[src/rtl/regfile_access_arbiter_if.sv]
// Bundles the requester, clear-control and register-file signals of the arbiter.
// The master side drives requests and returns the register file's SR1 read data.
interface regfile_access_arbiter_if #(
  parameter int WIDTH = 16
);
  logic             cpu_req;
  logic             cpu_we;
  logic [2:0]       cpu_addr;
  logic [WIDTH-1:0] cpu_wdata;
  logic             cpu_gnt;

  logic             dbg_req;
  logic             dbg_we;
  logic [2:0]       dbg_addr;
  logic [WIDTH-1:0] dbg_wdata;
  logic             dbg_gnt;
  logic [WIDTH-1:0] dbg_rdata;
  logic             dbg_rvalid;

  logic             clr_start;
  logic             clr_busy;
  logic             clr_done;

  logic             rf_ld_reg;
  logic [2:0]       rf_dr;
  logic [WIDTH-1:0] rf_bus;
  logic [2:0]       rf_sr1;
  logic [WIDTH-1:0] rf_sr1_out;

  modport master (
    output cpu_req, cpu_we, cpu_addr, cpu_wdata,
    input  cpu_gnt,
    output dbg_req, dbg_we, dbg_addr, dbg_wdata,
    input  dbg_gnt, dbg_rdata, dbg_rvalid,
    output clr_start,
    input  clr_busy, clr_done,
    input  rf_ld_reg, rf_dr, rf_bus, rf_sr1,
    output rf_sr1_out
  );

  modport slave (
    input  cpu_req, cpu_we, cpu_addr, cpu_wdata,
    output cpu_gnt,
    input  dbg_req, dbg_we, dbg_addr, dbg_wdata,
    output dbg_gnt, dbg_rdata, dbg_rvalid,
    input  clr_start,
    output clr_busy, clr_done,
    output rf_ld_reg, rf_dr, rf_bus, rf_sr1,
    input  rf_sr1_out
  );
endinterface

[src/rtl/regfile_access_arbiter.sv]
// Shares the 8-entry register file write port and SR1 read port between the CPU
// writeback path and a debug console, with a starvation guard and a clear sequencer.
module regfile_access_arbiter #(
  parameter int MAX_WAIT = 4,
  parameter int WIDTH    = 16
) (
  input  logic                          Clk,
  input  logic                          Reset,
  regfile_access_arbiter_if.slave       rf_if
);

  localparam int NREQ    = 2;
  localparam int REQ_CPU = 0;
  localparam int REQ_DBG = 1;
  localparam logic [3:0] MAX_W = 4'(MAX_WAIT);

  typedef enum logic {S_IDLE = 1'b0, S_CLEAR = 1'b1} state_t;

  state_t           state_reg,      state_next;
  logic [2:0]       clr_idx_reg,    clr_idx_next;
  logic [3:0]       wait_cnt_reg,   wait_cnt_next;
  logic [WIDTH-1:0] dbg_rdata_reg,  dbg_rdata_next;
  logic             dbg_rvalid_reg, dbg_rvalid_next;
  logic             clr_done_reg,   clr_done_next;

  // Requesters flattened into arrays so the steering logic is uniform per requester.
  logic [NREQ-1:0]  req_vec;
  logic [NREQ-1:0]  we_vec;
  logic [2:0]       addr_arr  [NREQ];
  logic [WIDTH-1:0] wdata_arr [NREQ];
  logic [NREQ-1:0]  gnt_vec;

  assign req_vec[REQ_CPU]   = rf_if.cpu_req;
  assign req_vec[REQ_DBG]   = rf_if.dbg_req;
  assign we_vec[REQ_CPU]    = rf_if.cpu_we;
  assign we_vec[REQ_DBG]    = rf_if.dbg_we;
  assign addr_arr[REQ_CPU]  = rf_if.cpu_addr;
  assign addr_arr[REQ_DBG]  = rf_if.dbg_addr;
  assign wdata_arr[REQ_CPU] = rf_if.cpu_wdata;
  assign wdata_arr[REQ_DBG] = rf_if.dbg_wdata;

  logic in_idle;
  logic in_clear;
  logic dbg_starved;
  logic dbg_rd_gnt;

  assign in_idle     = (state_reg == S_IDLE)  && !Reset;
  assign in_clear    = (state_reg == S_CLEAR) && !Reset;
  assign dbg_starved = (wait_cnt_reg == MAX_W) && rf_if.dbg_req;
  assign dbg_rd_gnt  = gnt_vec[REQ_DBG] && !rf_if.dbg_we;

  // State register.
  always_ff @(posedge Clk) begin
    if (Reset) begin
      state_reg      <= S_IDLE;
      clr_idx_reg    <= '0;
      wait_cnt_reg   <= '0;
      dbg_rdata_reg  <= '0;
      dbg_rvalid_reg <= 1'b0;
      clr_done_reg   <= 1'b0;
    end else begin
      state_reg      <= state_next;
      clr_idx_reg    <= clr_idx_next;
      wait_cnt_reg   <= wait_cnt_next;
      dbg_rdata_reg  <= dbg_rdata_next;
      dbg_rvalid_reg <= dbg_rvalid_next;
      clr_done_reg   <= clr_done_next;
    end
  end

  // Next-state logic; clr_start during CLEAR is deliberately not looked at.
  always_comb begin
    state_next    = state_reg;
    clr_idx_next  = '0;
    clr_done_next = 1'b0;
    case (state_reg)
      S_IDLE: begin
        if (rf_if.clr_start) state_next = S_CLEAR;
      end
      S_CLEAR: begin
        clr_idx_next = clr_idx_reg + 3'd1;
        if (clr_idx_reg == 3'd7) begin
          state_next    = S_IDLE;
          clr_done_next = 1'b1;
        end
      end
      default: state_next = S_IDLE;
    endcase
  end

  // Wait counter and debug read capture.
  always_comb begin
    wait_cnt_next   = '0;
    dbg_rdata_next  = dbg_rdata_reg;
    dbg_rvalid_next = dbg_rd_gnt;
    if (rf_if.dbg_req && !gnt_vec[REQ_DBG]) begin
      wait_cnt_next = (wait_cnt_reg == MAX_W) ? wait_cnt_reg : wait_cnt_reg + 4'd1;
    end
    if (dbg_rd_gnt) dbg_rdata_next = rf_if.rf_sr1_out;
  end

  // Output logic: arbitration, at most one grant, only in IDLE.
  always_comb begin
    gnt_vec = '0;
    if (in_idle) begin
      if (dbg_starved)           gnt_vec[REQ_DBG] = 1'b1;
      else if (req_vec[REQ_CPU]) gnt_vec[REQ_CPU] = 1'b1;
      else if (req_vec[REQ_DBG]) gnt_vec[REQ_DBG] = 1'b1;
    end
  end

  logic [NREQ-1:0]  ld_term;
  logic [2:0]       addr_term  [NREQ];
  logic [WIDTH-1:0] wdata_term [NREQ];

  genvar gi;
  generate
    for (gi = 0; gi < NREQ; gi++) begin : g_req
      assign ld_term[gi]    = gnt_vec[gi] & we_vec[gi];
      assign addr_term[gi]  = gnt_vec[gi] ? addr_arr[gi]  : 3'd0;
      assign wdata_term[gi] = gnt_vec[gi] ? wdata_arr[gi] : '0;
    end
  endgenerate

  logic [2:0]       addr_sel;
  logic [WIDTH-1:0] wdata_sel;

  // Grants are one-hot, so OR-ing the masked terms selects the winner.
  always_comb begin
    addr_sel  = '0;
    wdata_sel = '0;
    for (int i = 0; i < NREQ; i++) begin
      addr_sel  = addr_sel  | addr_term[i];
      wdata_sel = wdata_sel | wdata_term[i];
    end
  end

  always_comb begin
    if (in_clear) begin
      rf_if.rf_ld_reg = 1'b1;
      rf_if.rf_dr     = clr_idx_reg;
      rf_if.rf_bus    = '0;
      rf_if.rf_sr1    = '0;
    end else begin
      rf_if.rf_ld_reg = |ld_term;
      rf_if.rf_dr     = addr_sel;
      rf_if.rf_bus    = wdata_sel;
      rf_if.rf_sr1    = addr_sel;
    end
  end

  assign rf_if.cpu_gnt    = gnt_vec[REQ_CPU];
  assign rf_if.dbg_gnt    = gnt_vec[REQ_DBG];
  assign rf_if.dbg_rdata  = dbg_rdata_reg;
  assign rf_if.dbg_rvalid = dbg_rvalid_reg;
  assign rf_if.clr_busy   = in_clear;
  assign rf_if.clr_done   = clr_done_reg;

endmodule

[src/flat_wrapper.sv]
// flat-port wrapper written by rule: the top's interface ports become plain ports
module regfile_access_arbiter_flat 
#(
  parameter int MAX_WAIT = 4,
  parameter int WIDTH    = 16
)
  (Clk, Reset, rf_if_cpu_req, rf_if_cpu_we, rf_if_cpu_addr, rf_if_cpu_wdata, rf_if_cpu_gnt, rf_if_dbg_req, rf_if_dbg_we, rf_if_dbg_addr, rf_if_dbg_wdata, rf_if_dbg_gnt, rf_if_dbg_rdata, rf_if_dbg_rvalid, rf_if_clr_start, rf_if_clr_busy, rf_if_clr_done, rf_if_rf_ld_reg, rf_if_rf_dr, rf_if_rf_bus, rf_if_rf_sr1, rf_if_rf_sr1_out);
  regfile_access_arbiter_if #(.WIDTH(WIDTH)) rf_if_i ();
  input  logic Clk;
  input  logic Reset;
  input wire logic [$bits(rf_if_i.cpu_req)-1:0] rf_if_cpu_req;
  input wire logic [$bits(rf_if_i.cpu_we)-1:0] rf_if_cpu_we;
  input wire logic [$bits(rf_if_i.cpu_addr)-1:0] rf_if_cpu_addr;
  input wire logic [$bits(rf_if_i.cpu_wdata)-1:0] rf_if_cpu_wdata;
  output wire logic [$bits(rf_if_i.cpu_gnt)-1:0] rf_if_cpu_gnt;
  input wire logic [$bits(rf_if_i.dbg_req)-1:0] rf_if_dbg_req;
  input wire logic [$bits(rf_if_i.dbg_we)-1:0] rf_if_dbg_we;
  input wire logic [$bits(rf_if_i.dbg_addr)-1:0] rf_if_dbg_addr;
  input wire logic [$bits(rf_if_i.dbg_wdata)-1:0] rf_if_dbg_wdata;
  output wire logic [$bits(rf_if_i.dbg_gnt)-1:0] rf_if_dbg_gnt;
  output wire logic [$bits(rf_if_i.dbg_rdata)-1:0] rf_if_dbg_rdata;
  output wire logic [$bits(rf_if_i.dbg_rvalid)-1:0] rf_if_dbg_rvalid;
  input wire logic [$bits(rf_if_i.clr_start)-1:0] rf_if_clr_start;
  output wire logic [$bits(rf_if_i.clr_busy)-1:0] rf_if_clr_busy;
  output wire logic [$bits(rf_if_i.clr_done)-1:0] rf_if_clr_done;
  output wire logic [$bits(rf_if_i.rf_ld_reg)-1:0] rf_if_rf_ld_reg;
  output wire logic [$bits(rf_if_i.rf_dr)-1:0] rf_if_rf_dr;
  output wire logic [$bits(rf_if_i.rf_bus)-1:0] rf_if_rf_bus;
  output wire logic [$bits(rf_if_i.rf_sr1)-1:0] rf_if_rf_sr1;
  input wire logic [$bits(rf_if_i.rf_sr1_out)-1:0] rf_if_rf_sr1_out;
  assign rf_if_i.cpu_req = rf_if_cpu_req;
  assign rf_if_i.cpu_we = rf_if_cpu_we;
  assign rf_if_i.cpu_addr = rf_if_cpu_addr;
  assign rf_if_i.cpu_wdata = rf_if_cpu_wdata;
  assign rf_if_cpu_gnt = rf_if_i.cpu_gnt;
  assign rf_if_i.dbg_req = rf_if_dbg_req;
  assign rf_if_i.dbg_we = rf_if_dbg_we;
  assign rf_if_i.dbg_addr = rf_if_dbg_addr;
  assign rf_if_i.dbg_wdata = rf_if_dbg_wdata;
  assign rf_if_dbg_gnt = rf_if_i.dbg_gnt;
  assign rf_if_dbg_rdata = rf_if_i.dbg_rdata;
  assign rf_if_dbg_rvalid = rf_if_i.dbg_rvalid;
  assign rf_if_i.clr_start = rf_if_clr_start;
  assign rf_if_clr_busy = rf_if_i.clr_busy;
  assign rf_if_clr_done = rf_if_i.clr_done;
  assign rf_if_rf_ld_reg = rf_if_i.rf_ld_reg;
  assign rf_if_rf_dr = rf_if_i.rf_dr;
  assign rf_if_rf_bus = rf_if_i.rf_bus;
  assign rf_if_rf_sr1 = rf_if_i.rf_sr1;
  assign rf_if_i.rf_sr1_out = rf_if_rf_sr1_out;
  regfile_access_arbiter #(.MAX_WAIT(MAX_WAIT), .WIDTH(WIDTH)) u_core (.Clk(Clk), .Reset(Reset), .rf_if(rf_if_i));
endmodule
[config.mk]
export PLATFORM = sky130hd
export DESIGN_NAME = regfile_access_arbiter_flat
export DESIGN_NICKNAME = d
export VERILOG_FILES = /design/src/rtl/regfile_access_arbiter_if.sv /design/src/rtl/regfile_access_arbiter.sv /design/src/flat_wrapper.sv
export SDC_FILE = /design/constraint.sdc
export NUM_CORES = 1
export LEC_CHECK = 0
export ABC_CLOCK_PERIOD_IN_PS = 6040
export BUFFER_PORTS_ARGS = -buffer_cell sky130_fd_sc_hd__buf_2
export CAP_MARGIN = 20
export CORE_ASPECT_RATIO = 1.2
export CORE_UTILIZATION = 40
export CTS_CLUSTER_SIZE = 16
export DETAILED_ROUTE_END_ITERATION = 10
export HOLD_SLACK_MARGIN = 0.12
export MAX_ROUTING_LAYER = met4
export PLACE_DENSITY = 0.79
export SYNTH_ARGS = -nofsm -noshare
export SYNTH_HDL_FRONTEND = slang
export SYNTH_SLANG_ARGS = --single-unit
[constraint.sdc]
create_clock -name Clk -period 6.04 [get_ports Clk]
set_clock_uncertainty 0.1 [all_clocks]
set_input_delay 0.302 -clock Clk [delete_from_list [all_inputs] [get_ports Clk]]
set_output_delay 0.302 -clock Clk [all_outputs]
set_load 0.02 [all_outputs]
==> run summary <==
### Clock tree
• **post-cts resize count** 0
• **clock tree sinks** 26
• **Post-CTS Hold Buffers** 0
• **Clk Tree Root Cell** clkbuf_8
• **clock edge transition at the registers on the reported setup and hold paths** 0.09 ns
• **TritonCTS clock tree** done
• **Setup Fix Bufs, Post-CTS** 0
• **number of H-tree levels** 1
• **buffer depth of the longest clock path** 2
• **clock latency at the later pin of the worst-skew pair** 0.27 ns
• **total CTS buffers** 3

### Synthesis
• **Synth area leaders** dfxtp_1 36%, a22o_1 12%, mux2_4 9.4%, mux2_2 5.5%, and2b_2 4.3%
• **number of standard cells after synthesis** 131
• **fraction of synthesized cell area taken by the top area cell type** 0.364
• **proportion of synthesized flip-flops having asynchronous set or reset** 0
• **average cell area after synthesis** 10.9 um^2
• **most area-hungry cell type in the Yosys netlist** dfxtp_1
• **synth unique cells** 32
• **cell area after synthesis** 1430 um^2
• **top post-synthesis cells by count** 26 x dfxtp_1, 19 x a22o_1, 9 x mux2_4
• **count of flip-flops with a built-in enable after synthesis** 0
• **sequential element share of the synthesized area** 0.364
• **number of synthesized register bits** 26
• **dominant cell by count in the synthesized netlist** dfxtp_1
• **count of synthesis-stage warnings from yosys** 0
• **dominant register cell in the synthesized netlist** dfxtp_1
• **Post-Synthesis Net Count** 196

### Drt
• **final routed DRC violation total** 0
• **number of optimization iterations in the first detailed-route pass** 4
• **Routed WL per cell** 13.0 um
• **wire length after detailed routing** 3450 um
• **via count** 1353
• **via density per instance** 5.09
• **remaining number of nets flagged by the antenna check after routing** 0
• **First DRT Iteration DRCs** 62

### Timing
• **Max transition margin** 0.498
• **Setup Total Neg Slack** 0 ns
• **maximum clock frequency** 0.384 GHz
• **slew at the pin closest to its max-slew limit** 0.753 ns
• **shortest clock period the worst path allows after layout** 2.61 ns
• **number of endpoints with negative hold slack in the final report** 0
• **number of pins with negative max-slew slack in the final report** 0
• **final worst-path cycle share** 0.431
• **final count of negative-setup-slack endpoints** 0
• **unrepaired setup endpoints after global routing** no

### Finish
• **number of nets in the final layout** 295
• **area of combinational cells with multiple inputs** 821 um^2
• **final standard cell count with taps included and fillers excluded** 266
• **FILL cells** 303
• **layout cells sized above 1** 0.581
• **total inserted antenna cells** 0
• **sequential cell area** 520 um^2
• **Largest register FFs** 16
• **Layout area overhead** 40.0%

### Floorplanning
• **floorplan core area** 3370 um^2
• **starting utilization of the core area** 0.425
• **row cnt** 23
• **Total Die Area** 3820 um^2
• **number of ports placed on the die boundary** 105
• **Die Span Y** 67.5 um
• **Chip Width** 56.6 um

### Setup path
• **worst-path maximum fanout** 23
• **Crit. End Element** output pin
• **startpoint class of the critical path** register
• **cell family with most CP delay** compound AO/OA/AOI/OAI gates
• **ordered cell list for the critical path** inv_1, ha_1, and3b_1, o211a_1, a221o_1, buf_2
• **buffers plus inverters on the worst setup path** 2
• **Critical Path AT** 2.20 ns
• **Slowest-stage cell, CP** o211a_1
• **worst endpoint required time** 5.64 ns
• **delay of the slowest cell on the worst path** 0.48 ns
• **Crit Path Category** reg2out

### Global route
• **global-route wire length before repair** 5180 um
• **initial antenna violation count** 0
• **global route overflow** 0
• **via count of the first global-routing pass** 1180
• **total track usage** 0.180
• **largest net degree at the start of global routing** 24

### Run status
• **run status** complete, no violations

### Pwr
• **LEAKAGE** 1.15 nW
• **total power after layout** 0.401 mW
• **PwrDens** 200 nW/um^2
• **highest ir drop seen on vdd** 0.000191 V

### Place
• **estimated wirelength of the detail-placed design** 2800 um
• **number of instances in the placed design** 262
• **Final Wtd Congestion** 0.723
• **I/O Buffers** 104

### Worst hold path
• **Hold/Removal Path Class** in2reg

### Job
• **count of maximum capacitance violations** 0

cells by family after synthesis:
kind of cell	synth area share
simple gates	0.169
xor+xnor	0.0123
compound gates	0.187
flops	0.364
mux	0.171
buf+inv	0.0621
fa+ha+maj	0.0350
stage by stage:
step | hold slack [ns] | cell area (um^2) | utilization | worst slack (ns)
finish | 0.153 | 2000 | 0.595 | 3.43
global route | 0.145 | 2000 | 0.595 | 3.26
CTS | 0.146 | 2000 | 0.595 | 3.43
detailed placement | 0.325 | 1930 | 0.573 | 3.75
global placement | 0.330 | 1930 | 0.573 | 3.78
floorplan | 0.310 | 1430 | - | 4.03
layout make-up:
class                           count  share of cell area
Sequential cell                    26               0.260
Clock buffer                        3              0.0206
Multi-Input combinational cell     89               0.410
Inverter                            6              0.0113
Tap cell                           37              0.0231
Timing Repair Buffer              104               0.260
Clock inverter                      1              0.0150
where the power goes:
| group | leakage, nW | internal [mW] | switching (mW) |
|---|---|---|---|
| combinational | 0.900 | 0.0380 | 0.0427 |
| sequential | 0.211 | 0.176 | 0.00272 |
| clock | 0.0357 | 0.0886 | 0.0524 |
| total | 1.15 | 0.303 | 0.0978 |
per-layer routing:
layer,wire length (um),track usage,vias to the layer above
li1,-,-,669
met1,1420,0.203,610
met2,1720,0.325,70
met3,277,0.0249,4
met4,31,0.0640,0
met5,0,-,-
layout by cell type, fill, tap and decap left out, types with 2 or more instances in the layout:
cell	instances
a221o_1	3
nor2b_1	8
mux2_2	7
buf_2	104
dfxtp_1	26
clkbuf_8	3
xnor2_1	2
and2_1	5
nor3_1	3
inv_1	6
and2b_2	7
mux2_4	9
ha_1	4
mux2i_1	3
a21oi_1	2
nor2_1	2
a22o_1	19
and2b_1	3
path summary, 6_finish.rpt:
path	from	endpoint	slack, ns	cells after the start
worst max-delay path	u_core.wait_cnt_reg[0]$_SDFFE_PP0P_	rf_if_rf_dr[1]	3.43	6
worst min-delay path	rf_if_rf_sr1_out[7]	u_core.rf_if.dbg_rdata[7]$_SDFFE_PP0P_	0.15	2
worst max register to register	u_core.wait_cnt_reg[0]$_SDFFE_PP0P_	u_core.rf_if.dbg_rdata[15]$_SDFFE_PP0P_	3.90	5
worst min register to register	u_core.clr_idx_reg[0]$_SDFF_PN0_	u_core.clr_idx_reg[0]$_SDFF_PN0_	0.33	1
Note: power is estimated with default switching activity, not from simulation.
